## config.mk

```make
export PLATFORM = sky130hd
export DESIGN_NAME = mem_access_unit
export DESIGN_NICKNAME = d
export VERILOG_FILES = /design/src/rtl/mem_access_unit_pkg.sv /design/src/rtl/mem_access_unit_ll_sc_link.sv /design/src/rtl/mem_access_unit.sv
export SDC_FILE = /design/constraint.sdc
export NUM_CORES = 1
export LEC_CHECK = 0
export BUFFER_PORTS_ARGS = -buffer_cell sky130_fd_sc_hd__buf_2
export CAP_MARGIN = 20
export CORE_UTILIZATION = 50
export DETAILED_ROUTE_END_ITERATION = 10
export PLACE_DENSITY = 0.88
export RECOVER_POWER = 50
export SETUP_SLACK_MARGIN = 0.02
export SLEW_MARGIN = 40
export SYNTH_ARGS = -nofsm -noshare
export SYNTH_HDL_FRONTEND = slang
export SYNTH_HIERARCHICAL = 1
export SYNTH_SLANG_ARGS = --single-unit
```

## constraint.sdc

```tcl
create_clock -name CLK -period 3.88 [get_ports CLK]
set_clock_uncertainty 0.1 [all_clocks]
set_input_delay 0.194 -clock CLK [delete_from_list [all_inputs] [get_ports CLK]]
set_output_delay 0.194 -clock CLK [all_outputs]
set_load 0.02 [all_outputs]
```

## src/rtl/mem_access_unit_pkg.sv

```systemverilog
// Shared types for the MEM-stage data-memory controller.
package mem_access_unit_pkg;

  localparam int ADDR_W_DEF = 32;
  localparam int DATA_W_DEF = 32;

  typedef enum logic [1:0] {IDLE, REQ, DONE} mem_state_t;
  typedef enum logic [1:0] {OP_LW, OP_SW, OP_LL, OP_SC} mem_op_t;

  typedef logic [ADDR_W_DEF-1:0] addr_t;
  typedef logic [DATA_W_DEF-1:0] word_t;

  // LL/SC flags take priority over the plain read/write strobes.
  function automatic mem_op_t decode_op(input logic ll, input logic sc, input logic wen);
    if (ll)       return OP_LL;
    else if (sc)  return OP_SC;
    else if (wen) return OP_SW;
    else          return OP_LW;
  endfunction

endpackage

```

## src/rtl/mem_access_unit_ll_sc_link.sv

```systemverilog
// LL/SC link register: set by LL completion, cleared by SC completion,
// by a local store to the linked word, or by a matching coherence snoop.
module ll_sc_link
  import mem_access_unit_pkg::*;
#(
  parameter int ADDR_W = ADDR_W_DEF
) (
  input  logic              CLK,
  input  logic              nRST,
  input  logic              i_set,
  input  logic [ADDR_W-1:0] i_set_addr,
  input  logic              i_clr_sc,
  input  logic              i_clr_st,
  input  logic [ADDR_W-1:0] i_st_addr,
  input  logic              i_snoop_inv,
  input  logic [ADDR_W-1:0] i_snoop_addr,
  input  logic [ADDR_W-1:0] i_chk_addr,
  output logic              o_sc_ok
);

  logic              r_link_valid;
  logic [ADDR_W-1:0] r_link_addr;
  logic              w_snoop_hit;
  logic              w_snoop_set;
  logic              w_st_hit;
  logic              w_unused;

  // Links are word granular; byte offsets never take part in a compare.
  assign w_unused    = ^{i_snoop_addr[1:0], i_st_addr[1:0], i_chk_addr[1:0]};
  assign w_snoop_hit = i_snoop_inv && (i_snoop_addr[ADDR_W-1:2] == r_link_addr[ADDR_W-1:2]);
  assign w_snoop_set = i_snoop_inv && (i_snoop_addr[ADDR_W-1:2] == i_set_addr[ADDR_W-1:2]);
  assign w_st_hit    = i_clr_st && (i_st_addr[ADDR_W-1:2] == r_link_addr[ADDR_W-1:2]);

  // A snoop landing in the same cycle as the SC check already kills the link.
  assign o_sc_ok = r_link_valid && !w_snoop_hit &&
                   (i_chk_addr[ADDR_W-1:2] == r_link_addr[ADDR_W-1:2]);

  // Link state; a snoop racing an LL completion to the same word wins.
  always_ff @(posedge CLK or negedge nRST) begin
    if (!nRST) begin
      r_link_valid <= 1'b0;
      r_link_addr  <= '0;
    end else if (i_set) begin
      r_link_valid <= !w_snoop_set;
      r_link_addr  <= i_set_addr;
    end else if (i_clr_sc || w_st_hit || w_snoop_hit) begin
      r_link_valid <= 1'b0;
    end
  end

endmodule

```

## src/rtl/mem_access_unit.sv

```systemverilog
// MEM-stage data-memory controller: one cache transaction per memory op,
// pipeline stall while outstanding, LL/SC link tracking.
module mem_access_unit
  import mem_access_unit_pkg::*;
#(
  parameter int ADDR_W = ADDR_W_DEF,
  parameter int DATA_W = DATA_W_DEF
) (
  input  logic              CLK,
  input  logic              nRST,
  input  logic              valid_EX_MEM,
  input  logic              flush_MEM,
  input  logic              memREN_EX_MEM,
  input  logic              memWEN_EX_MEM,
  input  logic              LL_EX_MEM,
  input  logic              SC_EX_MEM,
  input  logic [ADDR_W-1:0] addr_EX_MEM,
  input  logic [DATA_W-1:0] store_data_EX_MEM,
  input  logic              dhit,
  input  logic [DATA_W-1:0] dmemload_cache,
  input  logic              snoop_inv,
  input  logic [ADDR_W-1:0] snoop_addr,
  output logic              dmemREN,
  output logic              dmemWEN,
  output logic [ADDR_W-1:0] dmemaddr,
  output logic [DATA_W-1:0] dmemstore,
  output logic [DATA_W-1:0] dmemload_MEM,
  output logic [DATA_W-1:0] sc_result_MEM,
  output logic              mem_busy
);

  mem_state_t        r_state, w_next_state;
  mem_op_t           r_op;
  logic [ADDR_W-1:0] r_addr;
  logic [DATA_W-1:0] r_wdata;
  logic [DATA_W-1:0] r_load;
  logic              r_sc_result;

  logic    w_op_present;
  mem_op_t w_op_in;
  logic    w_capture;
  logic    w_sc_fail;
  logic    w_sc_ok;
  logic    w_complete;
  logic    w_rd_op;

  assign w_op_present = valid_EX_MEM && !flush_MEM && (memREN_EX_MEM || memWEN_EX_MEM);
  assign w_op_in      = decode_op(LL_EX_MEM, SC_EX_MEM, memWEN_EX_MEM);
  assign w_complete   = (r_state == REQ) && dhit;
  assign w_rd_op      = (r_op == OP_LW) || (r_op == OP_LL);

  // Next state: a doomed SC skips the cache entirely and goes straight to DONE.
  always_comb begin
    w_next_state = r_state;
    w_capture    = 1'b0;
    w_sc_fail    = 1'b0;
    case (r_state)
      IDLE: begin
        if (w_op_present) begin
          w_capture = 1'b1;
          if (w_op_in == OP_SC && !w_sc_ok) begin
            w_sc_fail    = 1'b1;
            w_next_state = DONE;
          end else begin
            w_next_state = REQ;
          end
        end
      end
      REQ:     if (dhit) w_next_state = DONE;
      DONE:    w_next_state = IDLE;
      default: w_next_state = IDLE;
    endcase
  end

  // State register; reset abandons any outstanding request.
  always_ff @(posedge CLK or negedge nRST) begin
    if (!nRST) r_state <= IDLE;
    else       r_state <= w_next_state;
  end

  // Capture the op in IDLE so the request never depends on EX/MEM afterwards.
  always_ff @(posedge CLK or negedge nRST) begin
    if (!nRST) begin
      r_op    <= OP_LW;
      r_addr  <= '0;
      r_wdata <= '0;
    end else if (w_capture) begin
      r_op    <= w_op_in;
      r_addr  <= addr_EX_MEM;
      r_wdata <= store_data_EX_MEM;
    end
  end

  // Results held for MEM/WB until the next completing load or SC.
  always_ff @(posedge CLK or negedge nRST) begin
    if (!nRST) begin
      r_load      <= '0;
      r_sc_result <= 1'b0;
    end else begin
      if (w_complete && w_rd_op)        r_load <= dmemload_cache;
      if (w_complete && r_op == OP_SC)  r_sc_result <= 1'b1;
      else if (w_sc_fail)               r_sc_result <= 1'b0;
    end
  end

  ll_sc_link #(.ADDR_W(ADDR_W)) u_link (
    .CLK          (CLK),
    .nRST         (nRST),
    .i_set        (w_complete && r_op == OP_LL),
    .i_set_addr   (r_addr),
    .i_clr_sc     (w_complete && r_op == OP_SC),
    .i_clr_st     (w_complete && r_op == OP_SW),
    .i_st_addr    (r_addr),
    .i_snoop_inv  (snoop_inv),
    .i_snoop_addr (snoop_addr),
    .i_chk_addr   (addr_EX_MEM),
    .o_sc_ok      (w_sc_ok)
  );

  // Request decoded from registered state only, so dhit never reaches it.
  assign dmemREN       = (r_state == REQ) && w_rd_op;
  assign dmemWEN       = (r_state == REQ) && !w_rd_op;
  assign dmemaddr      = (r_state == REQ) ? r_addr : '0;
  assign dmemstore     = dmemWEN ? r_wdata : '0;
  assign dmemload_MEM  = r_load;
  assign sc_result_MEM = {{(DATA_W-1){1'b0}}, r_sc_result};
  assign mem_busy      = ((r_state == IDLE) && w_op_present) || (r_state == REQ);

endmodule

```

==> qor.txt, run 1 <==
max_slew headroom: -14.23%
die area: 14,740 sq um
Tightest Pin Transition: 1.713 ns
number of synthesized flops with an enable pin: 0
Post-Synth Simple-Gate Area: 10.28%
Synth Register Bits: 132
area grow syn2layout: 38.81%
reg2reg path depth: 8
Post-Synth Adder-Cell Area: 0%
Hold Crit Class: input pin to register
CTS Buffer Depth: 2
Mapped Avg Cell Area: 12.62 sq um
clk sinks: 132
Power Internal: 0.004036 W
# fillers: 980
post-CTS setup buffer count: 0
Synth Area in Compound Gates: 1.088%
post-synthesis cell type count: 33
post-synthesis sequential area ratio: 46.32%
Post-synth top flop: dfrtp_1
Yosys top cell by area: dfrtp_1
fmax: 325.4 MHz
failing checks: max-capacitance violations, max-slew violations
port bufs: 235
overall die width: 121.4 um
Yosys warning count: 6
initial antenna violation count: 1
P_sw: 0.002294 W
drt via density: 5.303
final hold vios: 0
share of layout cells above drive strength 1: 40.72%
core footprint: 13,880 sq um
Max FO, Critical Path: 4
sequential share of power: 39.5%
WL final: 21,530 um
Clock Power Share: 26.1%
first-pass GRT wire length: 32,020 um
IO Count: 269
fin nets: 1,037
critical path launch point type: register
Hold-fix buffers, CTS: 98
critical path data arrival time: 3.27 ns
TritonCTS clock tree: done
top post-synthesis cells by count: dfrtp_1, mux2_2, xnor2_1, buf_4, and2_1
half-perimeter wire length after placement: 13,400 um
row cnt: 43
Setup-failing EPs final: 0
fraction of registers with async set/reset: 100.0%
type of the worst setup path: register to register
most numerous cell in the Yosys netlist: dfrtp_1
Sw Ratio: 36.24%
Final Cell Area: 9898 sq um
Reg clk slew, reported paths: 0.06 ns
final hold slack: 0.03197 ns
ranking of synthesized cells by area: dfrtp_1, mux2_2, xnor2_1
Setup Total Neg Slack: 0 ns
Leak: 4.604 nW
element type at the critical path end: register
residual DRC count: 0
fin crit share: 79.20%
mux share of post-synthesis cell area: 21.60%
Syn Inst Count: 565
H-Tree Level Count: 4
post-synthesis xor/xnor area fraction: 14.74%
dpl cell area: 8346 sq um
hold depth: 3
mapped cell area: 7131 sq um
gr usage total: 29.25%
vias in the first global route: 5,926
Tmin final: 3.073 ns
Peak VDD IR: 0.0005260 V
gpl congestion: 0.9056
CTS resizes: 0
CTS buffer count: 17
largest family of logic cells by synthesized area: multiplexers
Synth top area share: 46.32%
Clock Latency Late Sink: 0.42 ns
via count: 5,791
PwrDens: 639.5 nW/um^2
RSZ-0062 raised after global routing: no
outcome: finished with violations
starting density of the core: 51.37%
Max Cap Violations: 2
Final ANT Viol Nets: 0
largest net degree at the start of global routing: 105
CP required: 4.08 ns
total gr overflow: 0
Pre-antenna DRT Iters: 5
Logic pwr share: 34.4%
die height: 121.4 um
Root Driver: clkbuf_16
drt initial violations: 349
DR WL/cell: 19.72 um
max-slew violations: 60
==> power groups by stage <==
stage	sequential, W	combinational (W)	clock (W)
2_1_floorplan	0.00253	0.00133	0
3_3_place_gp	0.00242	0.00202	0
3_5_place_dp	0.00247	0.00208	0
4_1_cts	0.00245	0.00217	0.00165
5_1_grt	0.00256	0.00232	0.00174
6_report	0.00250	0.00218	0.00165
==> state kept, by name (all words and copies together) (netlist names) <==
register / cells
r_wdata: 32
r_state: 2
r_op: 2
u_link/r_link_valid: 1
r_sc_result: 1
r_addr: 32
dmemload_MEM: 32
u_link/r_link_addr: 30
==> logic make-up (layout without fill, tap and decap cells) <==
logic type	Yosys count	count (layout)
AOI/OAI and AO/OA	9	9
buffers and inverters	57	373
DFF	132	132
muxes	128	128
other	1	32
xor gates and xnor gates	120	120
and+or+nand+nor	118	118
==> routing by layer <==
metal  up-vias  global-route usage (%)  share of wire, %
met2       305                   47.83                50
met4         0                   13.89               4.0
met3        70                   6.438               6.4
li1       2579                       -                 -
met5         -                       0                 0
met1      2837                   36.63                39
==> worst paths after layout <==
check	to	start	slack, ns
max in group asynchronous	u_link/r_link_addr[31]	nRST	1.84
worst min register to register	r_addr[0]	r_addr[0]	0.39
min in group asynchronous	r_addr[20]	nRST	0.64
worst max register to register	r_sc_result	u_link/r_link_addr[23]	0.81
worst max-delay path	r_sc_result	u_link/r_link_addr[23]	0.81
worst min-delay path	r_op[0]	LL_EX_MEM	0.03
==> worst max-delay path, cell delays in order (launching register included) <==
cell	delay, ns
dfrtp_1	0.44
xnor2_1	0.24
nand4_1	0.13
or4_1	0.56
o41ai_2	0.41
nor2_1	0.15
or3b_2	0.49
and2_1	0.17
a211o_1	0.26
==> placed cells by master (no fill, tap or decap), types with 4 or more instances in the layout <==
master           n
clkbuf_16       17
conb_1          31
nor2_1           4
dlygate4sd3_1   98
clkinvlp_4       5
xor2_1          25
mux2_4          27
and3_1          32
and2_1          33
buf_2          201
dfrtp_1        132
mux2_2          99
xnor2_1         95
clkbuf_1        35
nand4_1         26
nor4_1          10
==> final cells by class <==
cell class | count | area, sq um | share of cell area, %
Multi-Input combinational cell | 406 | 3537 | 35.74
Antenna cell | 1 | 2.502 | 0.02528
Inverter | 2 | 7.507 | 0.07584
Clock buffer | 18 | 439.2 | 4.437
Timing Repair Buffer | 340 | 2223 | 22.46
Sequential cell | 132 | 3303 | 33.37
Clock inverter | 13 | 160.2 | 1.618
Tap cell | 180 | 225.2 | 2.275
==> per-stage QoR <==
step                power (W)  setup slack, ns  cells  util, %
detailed placement   0.004544           0.8554    961    60.12
global route         0.006614           0.7528   1092    71.31
global placement     0.004442           0.9242    959    59.78
floorplan            0.003864            1.193    595        -
finish               0.006329           0.8071   1092    71.31
CTS                  0.006278           0.8245   1090    71.51
Power figures use the tool's default switching activity.
==> run 2, diff against run 1 <==
==> constraint.sdc (replaced) <==
create_clock -name CLK -period 3.1 [get_ports CLK]
set_clock_uncertainty 0.1 [all_clocks]
set_input_delay 0.155 -clock CLK [delete_from_list [all_inputs] [get_ports CLK]]
set_output_delay 0.155 -clock CLK [all_outputs]
set_load 0.02 [all_outputs]
==> run 2 against run 1 <==
Effect of this change: the run still ends with max-capacitance violations, max-slew violations left; clock-buffer cell count grew 2; die area is the same; setup slack got worse by 0.57 ns; via count decreased by 0.83%; total power rose by 25%; sequential power rose by 24%; non-clock buffer count increased by 9; clock power grew 26%; combinational power increased by 27%; cell count up 0.92%; largest cell class unchanged; largest power group unchanged; highest routed layer unchanged.
==> qor.txt, run 2 (synthesis gave the netlist of run 1 again) <==
TritonCTS clock tree: done
Pre-antenna DRT Iters: 4 (-1)
Final ANT Viol Nets: 0 (unchanged)
post-layout util: 71.51% (+0.20 points)
fin cells: 1,102 (+0.92%)
overall die width: 121.4 um (unchanged)
# fillers: 952 (-2.9%)
CP required: 3.30 ns (-0.78 ns)
critical path data arrival time: 3.07 ns (-0.20 ns)
Root Driver: clkbuf_16
Hold Crit Class: input pin to register
Max FO, Critical Path: 4 (unchanged)
Clock Latency Late Sink: 0.42 ns (about the same)
outcome: finished with violations
max_slew headroom: -10.99% (+3.2 points)
largest net degree at the start of global routing: 107 (+1.9%)
port bufs: 235 (unchanged)
core footprint: 13,880 sq um (unchanged)
commonest cells after routing, fill and taps aside: buf_2, dfrtp_1, dlygate4sd3_1
post-CTS setup buffer count: 0 (unchanged)
fin nets: 1,046 (+0.87%)
Setup Total Neg Slack: 0 ns (unchanged)
die height: 121.4 um (unchanged)
Seq. cell area: 3303 sq um (unchanged)
Placed Instances: 965 (+0.42%)
max-slew violations: 28 (-53%)
area grow syn2layout: 39.20%
clk sinks: 132 (unchanged)
initial antenna violation count: 2 (+1)
gpl congestion: 0.9394 (+3.7%)
Crit-path slowest cell: or4_1
element type at the critical path end: register
row cnt: 43 (unchanged)
Setup-failing EPs final: 0 (unchanged)
WL final: 21,720 um (+0.86%)
CTS resizes: 0 (unchanged)
failing checks: max-capacitance violations, max-slew violations
Max Cap Violations: 1 (-1)
Reg clk slew, reported paths: 0.06 ns (about the same)
DR WL/cell: 19.71 um (about the same)
die area: 14,740 sq um (unchanged)
total gr overflow: 0 (unchanged)
Multi-input gate area: 3507 sq um (-0.85%)
drt initial violations: 320 (-8.3%)
gr usage total: 30.28% (+1.0 points)
final hold vios: 0 (unchanged)
half-perimeter wire length after placement: 13,580 um (+1.4%)
type of the worst setup path: register to register
Leak: 4.604 nW (about the same)
IO Count: 269 (unchanged)
CP max stage delay: 0.58 ns (+0.02 ns)
most common cell after layout, fill and taps aside: buf_2
PwrDens: 800.2 nW/um^2 (+25%)
H-Tree Level Count: 4 (unchanged)
Tmin final: 2.863 ns (-0.2101 ns)
CTS buffer count: 17 (unchanged)
crit-path cells: xnor2_1 > nand4_1 > or4_1 > o41ai_2 > nor2_1 > or3b_2 > and2_1 > a211o_1
fin crit share: 92.35% (+13 points)
CTS Buffer Depth: 2 (unchanged)
starting density of the core: 51.37% (unchanged)
first-pass GRT wire length: 32,630 um (+1.9%)
RSZ-0062 raised after global routing: no
vias in the first global route: 6,075 (+2.5%)
drt via density: 5.211 (-1.7%)
fmax: 349.3 MHz (+7.3%)
residual DRC count: 0 (unchanged)
Tightest Pin Transition: 1.665 ns (-0.04857 ns)
via count: 5,743 (-0.83%)
critical path launch point type: register
Peak VDD IR: 0.0005704 V (+8.4%)
share of layout cells above drive strength 1: 39.35% (-1.4 points)
-- run 2: cell count changes in the layout (fill, tap and decap cells not counted), moves of 2 or more --
cell,previous run,this run
mux2_4,27,21
dlygate4sd3_1,98,102
clkbuf_1,35,42
buf_4,2,6
clkinvlp_4,5,3
buf_2,201,196
mux2_1,0,6
clkinv_2,3,1
-- run 2: worst paths after layout --
path | startpoint | to | slack (ns) | depth (start not counted)
min in group asynchronous | nRST | r_addr[16] | 0.62 | 2
max reg2reg | u_link/r_link_addr[6] | r_sc_result | 0.24 | 8
max | u_link/r_link_addr[6] | r_sc_result | 0.24 | 8
max in group asynchronous | nRST | r_addr[24] | 0.58 | 4
min reg2reg | r_wdata[26] | r_wdata[26] | 0.38 | 1
min | flush_MEM | r_state[1] | 0.07 | 4
-- run 2: metal layers --
| metal | GRT usage (%) | up-vias | share of wire (%) |
|---|---|---|---|
| met3 | 7.425 | 64 | 5.3 |
| met1 | 35.19 | 2841 | 39 |
| met4 | 14.97 | 0 | 3.6 |
| met2 | 51.85 | 250 | 52 |
| li1 | - | 2588 | - |
| met5 | 0 | - | 0 |
-- run 2: worst max-delay path, delay by kind of cell, from the launching register on --
| family | cells | cell delay (ns) |
|---|---|---|
| and+or+nand+nor | 5 | 1.51 |
| xor gates and xnor gates | 1 | 0.19 |
| AOI/OAI and AO/OA | 2 | 0.51 |
| DFF | 1 | 0.43 |
-- run 2: cell type report --
class                           instances  area share (%)
Antenna cell                            2         0.05042
Clock buffer                           20           4.601
Clock inverter                         11           1.538
Inverter                                2         0.07563
Multi-Input combinational cell        406           35.33
Sequential cell                       132           33.28
Tap cell                              180           2.269
Timing Repair Buffer                  349           22.85
-- run 2: what timing repair did --
item,in CTS,in global routing
hold buffers,102,0
endpoints found under the hold margin,204,0
endpoints found under the setup margin,0,1
-- run 2: report_power, final --
part	switching (W)	internal (W)
combinational	0.00137	0.00139
clock	0.000772	0.00131
sequential	0.000725	0.00237
-- run 2: through the flow --
stage / setup WS, ns / hold slack [ns] / total power (W) / instance area, sq um
finish: 0.2371 / 0.06981 / 0.007942 / 9926
global route: 0.1526 / 0.1293 / 0.008315 / 9926
CTS: 0.1088 / 0.06683 / 0.007919 / 9977
detailed placement: 0.1115 / 0.1632 / 0.005710 / 8347
global placement: 0.1643 / 0.2409 / 0.005594 / 8343
floorplan: 0.4127 / -0.2406 / 0.004836 / 7243
==> run 3, diff against run 2 <==
--- a/config.mk
+++ b/config.mk
@@ -10,7 +10,7 @@
 export CORE_UTILIZATION = 50
 export DETAILED_ROUTE_END_ITERATION = 10
 export PLACE_DENSITY = 0.88
-export RECOVER_POWER = 50
+export RECOVER_POWER = 25
 export SETUP_SLACK_MARGIN = 0.02
 export SLEW_MARGIN = 40
 export SYNTH_ARGS = -nofsm -noshare
==> run 3 against run 2 <==
Effect of this change: the flow still finishes with violations (max-capacitance violations, max-slew violations); critical path depth unchanged; critical path type unchanged; worst hold slack improved by 0.0019 ns; clock power is essentially flat; non-clock buffer count unchanged; first-iteration DRC count shrank 8.1%; core utilization increased by 0.63 points; via count is essentially flat; sequential power barely moved; global-route usage unchanged; register-to-register slack barely moved; wire length increased by 0.43%.
==> qor.txt, run 3 (synthesis gave the netlist of run 1 again) <==
outcome: finished with violations
failing checks: max-capacitance violations, max-slew violations
critical path data arrival time: 3.07 ns (about the same)
die area: 14,740 sq um (unchanged)
overall die width: 121.4 um (unchanged)
Final ANT Viol Nets: 0 (unchanged)
Multi-input gate area: 3537 sq um (+0.86%)
area grow syn2layout: 40.43%
critical path launch point type: register
# fillers: 903 (-5.1%)
residual DRC count: 0 (unchanged)
row cnt: 43 (unchanged)
Clock Latency Late Sink: 0.42 ns (about the same)
Max Cap Violations: 1 (unchanged)
gpl congestion: 0.9394 (unchanged)
largest net degree at the start of global routing: 107 (unchanged)
Root Driver: clkbuf_16
WL final: 21,810 um (+0.43%)
Tightest Pin Transition: 1.663 ns (-0.002320 ns)
port bufs: 235 (unchanged)
PwrDens: 801.8 nW/um^2 (+0.21%)
Final Cell Area: 10,010 sq um (+0.88%)
fin crit share: 92.28% (about the same)
Reg clk slew, reported paths: 0.06 ns (about the same)
FF-to-FF Start: u_link/r_link_addr[6]
post-layout util: 72.14% (+0.63 points)
CTS Buffer Depth: 2 (unchanged)
Hold Crit Class: input pin to register
CTS buffer count: 17 (unchanged)
first-pass GRT wire length: 32,630 um (unchanged)
IO Count: 269 (unchanged)
crit path capture: r_sc_result
share of layout cells above drive strength 1: 44.46% (+5.1 points)
Worst Setup SP: u_link/r_link_addr[6]
flop2flop setup slack: 0.24 ns (about the same)
clk sinks: 132 (unchanged)
Seq. cell area: 3303 sq um (unchanged)
Pre-antenna DRT Iters: 5 (+1)
die height: 121.4 um (unchanged)
RSZ-0062 raised after global routing: no
initial antenna violation count: 2 (unchanged)
fmax: 349.6 MHz (about the same)
fin nets: 1,046 (unchanged)
DR WL/cell: 19.79 um (+0.43%)
Peak VDD IR: 0.0006087 V (+6.7%)
most common cell after layout, fill and taps aside: buf_2
total gr overflow: 0 (unchanged)
element type at the critical path end: register
hold depth: 4 (unchanged)
dpl cell area: 8347 sq um (unchanged)
core footprint: 13,880 sq um (unchanged)
Max FO, Critical Path: 4 (unchanged)
vias in the first global route: 6,075 (unchanged)
starting density of the core: 51.37% (unchanged)
half-perimeter wire length after placement: 13,580 um (unchanged)
via count: 5,741 (-0.035%)
commonest cells after routing, fill and taps aside: buf_2, dfrtp_1, dlygate4sd3_1
Leak: 4.750 nW (+3.2%)
Setup-failing EPs final: 0 (unchanged)
CP required: 3.31 ns (about the same)
max_slew headroom: -10.84% (+0.15 points)
drt initial violations: 294 (-8.1%)
type of the worst setup path: register to register
TritonCTS clock tree: done
Setup Total Neg Slack: 0 ns (unchanged)
RR Endpoint: r_sc_result
H-Tree Level Count: 4 (unchanged)
gr usage total: 30.28% (unchanged)
max-slew violations: 28 (unchanged)
post-CTS setup buffer count: 0 (unchanged)
reg2reg path depth: 8 (unchanged)
final hold vios: 0 (unchanged)
drt via density: 5.210 (about the same)
Tmin final: 2.861 ns (-0.002188 ns)
[run 3: cell count changes in the layout (fill, tap and decap cells not counted)]
cell / change
buf_4: +3
mux2_1: -6
o21a_1: -1
o21a_4: +1
clkbuf_2: -1
buf_2: +38
mux2_4: +6
clkbuf_1: -40
[run 3: layer usage]
layer	part of all wire [%]	routed length [um]	vias up	track usage [%]
met2	52	11330	264	51.85
met3	5.6	1221	69	7.425
li1	-	-	2588	-
met5	0	0	-	0
met4	3.8	836	0	14.97
met1	39	8420	2820	35.19
[run 3: repair_timing]
item                                   CTS  global route
endpoints found under the hold margin  204             0
setup endpoints to repair                0             1
resized for setup                        0             0
hold buffers                           102             0
[run 3: cell type report]
| class | instances | share of cell area, % |
|---|---|---|
| Sequential cell | 132 | 32.99 |
| Multi-Input combinational cell | 406 | 35.32 |
| Tap cell | 180 | 2.249 |
| Antenna cell | 2 | 0.04998 |
| Clock inverter | 11 | 1.524 |
| Timing Repair Buffer | 349 | 23.23 |
| Inverter | 2 | 0.07497 |
| Clock buffer | 20 | 4.561 |
[run 3: metrics by stage]
step / cells / power, W / setup slack [ns] / hold WS, ns
after detailed placement: 965 / 0.005710 / 0.1115 / 0.1632
after global placement: 965 / 0.005594 / 0.1643 / 0.2409
after floorplan: 595 / 0.004836 / 0.4127 / -0.2406
after global routing: 1102 / 0.008395 / 0.1526 / 0.1338
final: 1102 / 0.008029 / 0.2393 / 0.07167
after CTS: 1098 / 0.007919 / 0.1088 / 0.06683
[run 3: worst min-delay path by stage]
stage / startpoint / end / slack [ns]
after global routing: flush_MEM / r_sc_result / 0.13
after detailed placement: nRST / r_addr[18] / 0.16
after global placement: nRST / r_addr[18] / 0.24
after CTS: flush_MEM / r_state[1] / 0.07
final: flush_MEM / r_state[1] / 0.07
after floorplan: nRST / dmemload_MEM[0] / -0.24
[run 3: power by group]
group	switching, W	internal (W)	total (W)
Sequential	0.000718	0.00237	0.00309
Clock	0.000777	0.00131	0.00208
Combinational	0.00138	0.00148	0.00286
[run 3: critical path, stage by stage (launching register included)]
cell	delay (ns)
dfrtp_1	0.43
xnor2_1	0.19
nand4_1	0.16
or4_1	0.58
o41ai_2	0.26
nor2_1	0.12
or3b_2	0.47
and2_1	0.17
a211o_1	0.25
